===== config.mk =====
export PLATFORM = sky130hd
export DESIGN_NAME = spi_frame_ctrl
export DESIGN_NICKNAME = d
export VERILOG_FILES = /design/src/rtl/spi_pkg.sv /design/src/rtl/sync_2ff.sv /design/src/rtl/spi_frame_ctrl.sv
export SDC_FILE = /design/constraint.sdc
export NUM_CORES = 1
export LEC_CHECK = 0
export ABC_AREA = 1
export CAP_MARGIN = 15
export CORE_UTILIZATION = 55
export DETAILED_ROUTE_END_ITERATION = 10
export PLACE_DENSITY = 0.81
export SLEW_MARGIN = 10
export SYNTH_ARGS = -nofsm -noshare
export SYNTH_HDL_FRONTEND = slang
export SYNTH_SLANG_ARGS = --single-unit
export TNS_END_PERCENT = 5

===== constraint.sdc =====
create_clock -name clk -period 3.54 [get_ports clk]
set_input_delay 0.531 -clock clk [delete_from_list [all_inputs] [get_ports clk]]
set_output_delay 0.531 -clock clk [all_outputs]
set_load 0.005 [all_outputs]

===== src/rtl/spi_pkg.sv =====
// Shared definitions for the SPI register-access frame controller.
package spi_pkg;

    // Frame controller FSM states.
    typedef enum logic [1:0] {
        StIdle,
        StCmd,
        StData,
        StDone
    } spi_state_e;

    // Length of the command byte and position of its write flag.
    localparam int unsigned CMD_BITS = 8;
    localparam int unsigned WR_BIT   = 7;

    function automatic int unsigned max_u(input int unsigned a, input int unsigned b);
        return (a > b) ? a : b;
    endfunction

endpackage


===== src/rtl/sync_2ff.sv =====
// Two-flop synchronizer for a single asynchronous input bit.
module sync_2ff #(
    parameter logic RST_VAL = 1'b0
) (
    input  logic clk,
    input  logic rst,
    input  logic d_i,
    output logic q_o
);

    logic [1:0] ff_q;

    // Shift the raw input through two flops; reset to the line's idle level.
    always_ff @(posedge clk or posedge rst) begin
        if (rst) begin
            ff_q <= {2{RST_VAL}};
        end else begin
            ff_q <= {ff_q[0], d_i};
        end
    end

    assign q_o = ff_q[1];

endmodule


===== src/rtl/spi_frame_ctrl.sv =====
// SPI mode-0 slave that decodes a command byte and one data frame into
// register-bank reads and single-cycle write strobes. All logic runs on clk.
module spi_frame_ctrl
    import spi_pkg::*;
#(
    parameter int unsigned ADDR_W = 3,
    parameter int unsigned REG_W  = 8
) (
    input  logic              clk,
    input  logic              rst,
    input  logic              ena,
    input  logic              spi_cs_n,
    input  logic              spi_clk,
    input  logic              spi_mosi,
    output logic              spi_miso,
    output logic [ADDR_W-1:0] reg_addr,
    input  logic [REG_W-1:0]  reg_data_i,
    output logic [REG_W-1:0]  reg_data_o,
    output logic              reg_data_o_dv,
    input  logic [7:0]        status
);

    localparam int unsigned SH_W  = max_u(CMD_BITS, REG_W);
    localparam int unsigned CNT_W = $clog2(SH_W) + 1;

    logic cs_s, sclk_s, mosi_s;
    logic cs_prev_q, sclk_prev_q;
    logic [1:0] arm_q, arm_d;
    logic cs_fall, cs_rise, sclk_rise, sclk_fall;

    spi_state_e        state_q, state_d;
    logic [CNT_W-1:0]  cnt_q, cnt_d;
    logic [SH_W-2:0]   rx_q, rx_d;
    logic [SH_W-1:0]   rx_next;
    logic [SH_W-1:0]   tx_q, tx_d;
    logic              wr_q, wr_d;
    logic              load_q, load_d;
    logic [ADDR_W-1:0] addr_q, addr_d;
    logic [REG_W-1:0]  data_q, data_d;
    logic              dv_q, dv_d;

    sync_2ff #(.RST_VAL(1'b1)) u_sync_cs (
        .clk (clk),
        .rst (rst),
        .d_i (spi_cs_n),
        .q_o (cs_s)
    );

    sync_2ff #(.RST_VAL(1'b0)) u_sync_sclk (
        .clk (clk),
        .rst (rst),
        .d_i (spi_clk),
        .q_o (sclk_s)
    );

    sync_2ff #(.RST_VAL(1'b0)) u_sync_mosi (
        .clk (clk),
        .rst (rst),
        .d_i (spi_mosi),
        .q_o (mosi_s)
    );

    // Previous synchronized levels for edge detection, plus the chip-select arm counter.
    always_ff @(posedge clk or posedge rst) begin
        if (rst) begin
            cs_prev_q   <= 1'b1;
            sclk_prev_q <= 1'b0;
            arm_q       <= '0;
        end else begin
            cs_prev_q   <= cs_s;
            sclk_prev_q <= sclk_s;
            arm_q       <= arm_d;
        end
    end

    // A frame may only start once chip select has been seen high for three cycles, so a
    // reset released while chip select is already low cannot fake a falling edge.
    always_comb begin
        arm_d = arm_q;
        if (!cs_s) begin
            arm_d = '0;
        end else if (arm_q != 2'd3) begin
            arm_d = arm_q + 2'd1;
        end
    end

    assign cs_fall   = cs_prev_q & ~cs_s & (arm_q == 2'd3);
    assign cs_rise   = ~cs_prev_q & cs_s;
    assign sclk_rise = ~sclk_prev_q & sclk_s;
    assign sclk_fall = sclk_prev_q & ~sclk_s;
    assign rx_next   = {rx_q, mosi_s};

    // Frame state and datapath registers.
    always_ff @(posedge clk or posedge rst) begin
        if (rst) begin
            state_q <= StIdle;
            cnt_q   <= '0;
            rx_q    <= '0;
            tx_q    <= '0;
            wr_q    <= 1'b0;
            load_q  <= 1'b0;
            addr_q  <= '0;
            data_q  <= '0;
            dv_q    <= 1'b0;
        end else begin
            state_q <= state_d;
            cnt_q   <= cnt_d;
            rx_q    <= rx_d;
            tx_q    <= tx_d;
            wr_q    <= wr_d;
            load_q  <= load_d;
            addr_q  <= addr_d;
            data_q  <= data_d;
            dv_q    <= dv_d;
        end
    end

    // Next-state and datapath update; chip-select release or disable aborts any frame.
    always_comb begin
        state_d = state_q;
        cnt_d   = cnt_q;
        rx_d    = rx_q;
        tx_d    = tx_q;
        wr_d    = wr_q;
        load_d  = 1'b0;
        addr_d  = addr_q;
        data_d  = data_q;
        dv_d    = 1'b0;

        if (!ena || cs_rise) begin
            state_d = StIdle;
        end else begin
            unique case (state_q)
                StIdle: begin
                    if (cs_fall) begin
                        state_d                = StCmd;
                        cnt_d                  = '0;
                        tx_d                   = '0;
                        tx_d[SH_W-1 -: 8]      = status;
                    end
                end
                StCmd: begin
                    // The bit already on MISO is held until the master has sampled it.
                    if (sclk_fall && (cnt_q != '0)) begin
                        tx_d = tx_q << 1;
                    end
                    if (sclk_rise) begin
                        rx_d  = rx_next[SH_W-2:0];
                        cnt_d = cnt_q + CNT_W'(1);
                        if (cnt_q == CNT_W'(CMD_BITS - 1)) begin
                            state_d = StData;
                            cnt_d   = '0;
                            wr_d    = rx_next[WR_BIT];
                            addr_d  = rx_next[ADDR_W-1:0];
                            // Read data is valid one cycle after reg_addr moves.
                            load_d  = ~rx_next[WR_BIT];
                            tx_d    = '0;
                        end
                    end
                end
                StData: begin
                    if (load_q) begin
                        tx_d                   = '0;
                        tx_d[SH_W-1 -: REG_W]  = reg_data_i;
                    end else if (sclk_fall && (cnt_q != '0)) begin
                        tx_d = tx_q << 1;
                    end
                    if (sclk_rise) begin
                        rx_d  = rx_next[SH_W-2:0];
                        cnt_d = cnt_q + CNT_W'(1);
                        if (cnt_q == CNT_W'(REG_W - 1)) begin
                            state_d = StDone;
                            if (wr_q) begin
                                data_d = rx_next[REG_W-1:0];
                                dv_d   = 1'b1;
                            end
                        end
                    end
                end
                StDone: begin
                    state_d = StDone;
                end
                default: begin
                    state_d = StIdle;
                end
            endcase
        end
    end

    assign spi_miso      = ((state_q == StCmd) || (state_q == StData)) ? tx_q[SH_W-1] : 1'b0;
    assign reg_addr      = addr_q;
    assign reg_data_o    = data_q;
    assign reg_data_o_dv = dv_q;

endmodule

## Yosys cells after proc, flatten, opt, wreduce, memory -nomap -nowiden

Cells that the tools add are included.

| cells by class | value |
|---|---|
| add/sub/neg operators | 2 |
| eq/ne operators | 15 |
| multiplexer cells | 30 |
| bitwise logic cells | 11 |
| reductions and logical operators | 14 |

Operator list:

| cell | number |
|---|---|
| 8-bit two-way mux | 5 |
| 8-bit one-hot mux with 3 select lines | 1 |
| 2-bit two-way mux | 8 |
| 4-bit two-way mux | 4 |
| 3-bit != test (second input constant) | 5 |
| 5-bit AND reduction | 3 |
| 4-bit one-hot mux with 3 select lines | 1 |
| 1-bit two-way mux | 10 |
| 2-bit != test (second input constant) | 5 |
| 2-bit one-hot mux with 4 select lines | 1 |
| 2-bit == test (second input constant) | 3 |
| 1-bit inverter | 6 |
| 3-bit AND reduction | 2 |
| 1-bit bitwise AND | 5 |
| 4-bit by 1-bit adder with 4-bit output (second input constant) | 1 |
| 4-bit by 3-bit == test with 1-bit output (second input constant) | 1 |
| 4-bit AND reduction | 1 |
| 4-bit nonzero test | 1 |
| 3-bit nonzero test | 1 |
| 2-bit by 1-bit adder with 2-bit output (second input constant) | 1 |
| 2-bit by 1-bit == test with 1-bit output (second input constant) | 1 |
| 2-bit zero test | 1 |
| 1-bit logical OR | 2 |
| 2-bit OR reduction | 1 |
| other kinds (2) | 2 |

| word-level totals | value |
|---|---|
| word-level logic and storage cells | 87 |
| bits of input ports | 22 |
| bits in registers | 45 |
| output and inout port bits | 13 |

## Longest topological paths before layout

| logic depth | value |
|---|---|
| depth after elaboration | 7 |
| depth in mapped cells | 10 |
| mapped depth without buffers | 10 |

## By module

Synthesis repeated with hierarchy kept, for this count alone.

| second synthesis, totals | value |
|---|---|
| cell total of the unflattened synthesis | 261 |
| area total of the unflattened synthesis | 2,259.7 um2 |

By module, submodules not included:

| module | cells each | times used | area each (um2) |
|---|---|---|---|
| spi_frame_ctrl | 252 | 1 | 2,095.8 |
| sync_2ff at u_sync_mosi ... | 3 | 2 | 53.8 |
| sync_2ff at u_sync_cs | 3 | 1 | 56.3 |

## Worst setup path before layout

OpenSTA, ideal clock, no wires.

| timing path | value |
|---|---|
| kind | register to output |
| start | reg state_q[0] |
| end | out spi_miso |
| arrival time | 1.045 ns |
| cell stages (with the launch flop) | 6 |
| path buffers | 1 |
| slack | 1.964 ns |
| data required time | 3.009 ns |
| path through | dfrtp_1 -> inv_1 -> ha_1 -> buf_4 -> nand2_1 -> inv_1 |

| between the ends | value |
|---|---|
| cells in the longest elaborated chain, start to end | 3 |

Ends and longest elaborated chain:

| what | line | source |
|---|---|---|
| from (decl) | spi_frame_ctrl.sv:31 | `spi_state_e state_q, state_d;` |
| from (signal assigned) | spi_frame_ctrl.sv:96 | `state_q <= StIdle;` |
| from (signal assigned) | spi_frame_ctrl.sv:106 | `state_q <= state_d;` |
| 2-bit by 1-bit == test with 1-bit output / 2-bit == test (equally long branches) | spi_frame_ctrl.sv:190 | `assign spi_miso = ((state_q == StCmd) \|\| (state_q == StData)) ? tx_q[SH_W-1] : 1'b0;` |
| 1-bit logical OR (*) | spi_frame_ctrl.sv:190 |  |
| 1-bit two-way mux (*) | spi_frame_ctrl.sv:190 |  |
| to (decl) | spi_frame_ctrl.sv:15 | `output logic spi_miso,` |

Mark *: on every way between the ends. The rest lies on a longest branch, timed or not.

## Final worst setup path

Same ends and word-level chain as after synthesis.

==> out/results.ini <==
[clock_tree]
clk_latency_ns = 0.30
tritoncts = built
numCtsBuffers = 5
clkSinkCount = 45
cts_setup_buffers = 0
cts_resized = 0
root_buffer = clkbuf_8
clk_pin_slew_ns = 0.08
clock_path_buffers = 2
htreeDepth = 2
hold_buffers = 0

[critical_path]
crit_path_start_kind = flip-flop
path_buf_inv = 3
crit_arrival_ns = 2.08
crit_top_cell = inv_1
criticalPathCategory = reg2out
cp.required_ns = 3.01
worstRegToRegCells = 5
reg2reg_from = state_q[0]$_DFFE_PP0P_
rrSetupSlack_ns = 1.44
crit_family = buffers and inverters
r2r-end = rx_q[5]$_DFFE_PP0P_
cp_cell_sequence = inv_1 -> ha_1 -> nand2_1 -> inv_1 -> clkdlybuf4s50_1
max_stage_delay_ns = 0.58
end_kind = output pin
crit_path_max_fanout = 13
crit_path_top_delay_cell = ha_1

[timing]
finalHoldViolCount = 0
worstMarginPinSlew_ns = 0.663
rsz0062_at_grt = no
relSlewSlack_pct = 55.5
fmax_ghz = 0.383
drv_slew = 0
fin_setup_tns_ns = 0
fin_skew_ns = 0.00918
finalSetupViolCount = 0
min_period_ns = 2.61
fin_crit_sh_pct = 73.7

[detailed_routing]
finalWirelength_um = 4580
wl_per_cell_um = 13.0
vias_per_cell = 5.34
ant_nets = 0
dr.first_iter.drc_count = 173
dr.pass1.iters = 4
drc = 0
vias = 1878

[placement]
port-buffer-count = 34
gp_congestion = 0.776
dpl.hpwl_um = 3160

[logic_synthesis]
synthesis.area_um2 = 2290
synth_nets = 295
synthArstFlopShare_pct = 100
synth_top_area_cell = dfrtp_1
synth_cell_types = 28
ys_seq_area_share_pct = 49.3
synth_top_cells_by_area = dfrtp_1, nand2_1, nand3_1, o21ai_0, inv_1
synth_most_common_cell = nand2_1
synth_commonest_cells = nand2_1, dfrtp_1, nand3_1
syn_inst = 265
synth-seq-cells = 45
yosys_most_used_dff = dfrtp_1
synth_edf_count = 0
syn_avg_cell_area_um2 = 8.64
yosys_warnings = 0
synth_top_area_share_pct = 45.9

[floorplanning]
die_h_um = 66.5
die_w_um = 66.5
placementRows = 23
floorplan.initialDensity_pct = 57.2
die-area_um2 = 4420
io_pins = 35
core_area_um2 = 4000

[min_path]
hold_class = reg2reg
whs_path_depth = 0
whs_endpoint = u_sync_sclk.ff_q[1]$_DFF_PP0_
hp-start = u_sync_sclk.ff_q[0]$_DFF_PP0_

[power_and_ir_drop]
p_leak_nw = 1.31
p_clk_share_pct = 18.0
irDropWorstVdd_mv = 0.425
combPwrFrac_pct = 41.7
power_density_nw_per_um2 = 674
seqPwrFrac_pct = 40.3
sw_frac_of_total_pct = 42.9
internal-power_mw = 1.06
switchingPower_mw = 0.796

[outcome]
status = finished clean

[flow_run]
maxCapViolCount = 0

[final_layout]
diodes = 0
fin_nets = 331
area_growth_pct = 20.2
drive_gt1_share_pct = 12.9
post-route-util_pct = 68.8

[global_route]
gr-total-overflow = 0
grt_max_degree = 27
grt_usage_pct = 23.5
grt_pass1_wl_um = 7600
grt_pass1_vias = 1716
antenna_found_initial = 0

-- power groups by stage --
stage	Combinational [mW]	Clock (mW)	Sequential, mW
final	0.773	0.334	0.747
after global routing	0.881	0.356	0.764
after CTS	0.769	0.338	0.746
after floorplan	0.599	0	0.731
after global placement	0.746	0	0.749
after detailed placement	0.762	0	0.755
-- placed cells by master, fill, tap and decap left out, types with 2 or more instances in the layout --
master / instances
nand2_1: 55
nor2_2: 2
ha_1: 8
inv_1: 26
nand3_1: 32
inv_2: 4
o21ai_2: 8
nand4_1: 2
dfstp_2: 3
clkdlybuf4s50_1: 34
nand2_4: 2
clkbuf_8: 6
o21ai_0: 23
dfrtp_1: 42
a21oi_1: 18
nand2_2: 5
nor2_1: 18
-- cells by family after synthesis --
| logic type | count (synthesis) | synth area share [%] |
|---|---|---|
| buffers and inverters | 38 | 7.27 |
| flip-flops | 45 | 49.3 |
| XOR/XNOR | 1 | 0.383 |
| AO/OA/AOI/OAI | 52 | 13.4 |
| AND/OR/NAND/NOR | 121 | 25.2 |
| adder cells (fa/ha/maj) | 8 | 4.37 |
-- metrics by stage --
stage	total power, mW	area (um^2)	hold slack, ns	setup slack [ns]	std cells
2_1_floorplan	1.33	2290	0.331	1.95	265
3_3_place_gp	1.49	2660	0.333	1.34	344
3_5_place_dp	1.52	2660	0.339	1.29	344
4_1_cts	1.85	2750	0.357	0.944	352
5_1_grt	2.00	2750	0.364	0.835	352
6_report	1.85	2750	0.356	0.930	352
-- worst reg2reg max path, cell delays in order, from the launching register on --
cell and delay (ns):
dfrtp_1 0.41, inv_1 0.10, ha_1 0.58, inv_2 0.22, nor3_4 0.50, o21ai_0 0.15
-- layer usage --
metal,share of wire [%],GRT usage (%)
met5,0,0
met1,46,30.6
met4,1.5,9.04
met3,5.3,4.97
met2,47,38.4
-- how the worst max path moves through the flow --
stage	from	to	slack, ns	cells past startpoint
CTS	state_q[0]$_DFFE_PP0P_	spi_miso	0.94	5
floorplan	rst	arm_q[0]$_DFFE_PP0P_	1.95	1
global placement	state_q[0]$_DFFE_PP0P_	spi_miso	1.34	5
global route	state_q[0]$_DFFE_PP0P_	spi_miso	0.84	5
finish	state_q[0]$_DFFE_PP0P_	spi_miso	0.93	5
detailed placement	state_q[0]$_DFFE_PP0P_	spi_miso	1.29	5
-- layout make-up --
class | count | area (um^2)
multi-input combinational | 182 | 993
sequential | 45 | 1130
clock inverter | 1 | 7.51
inverter | 32 | 125
clock buffer | 7 | 86.3
tap | 50 | 62.6
fill | 351 | 1250
timing repair buffer | 35 | 348
-- flip-flops by register name (all words and copies together), names as in the netlist --
signal            count
reg_data_o            8
tx_q                  8
rx_q                  7
cnt_q                 4
reg_addr              3
arm_q                 2
state_q               2
u_sync_cs.ff_q        2
u_sync_mosi.ff_q      2
u_sync_sclk.ff_q      2
cs_prev_q             1
load_q                1
reg_data_o_dv         1
sclk_prev_q           1
wr_q                  1
Note: power is estimated with default switching activity, not from simulation.
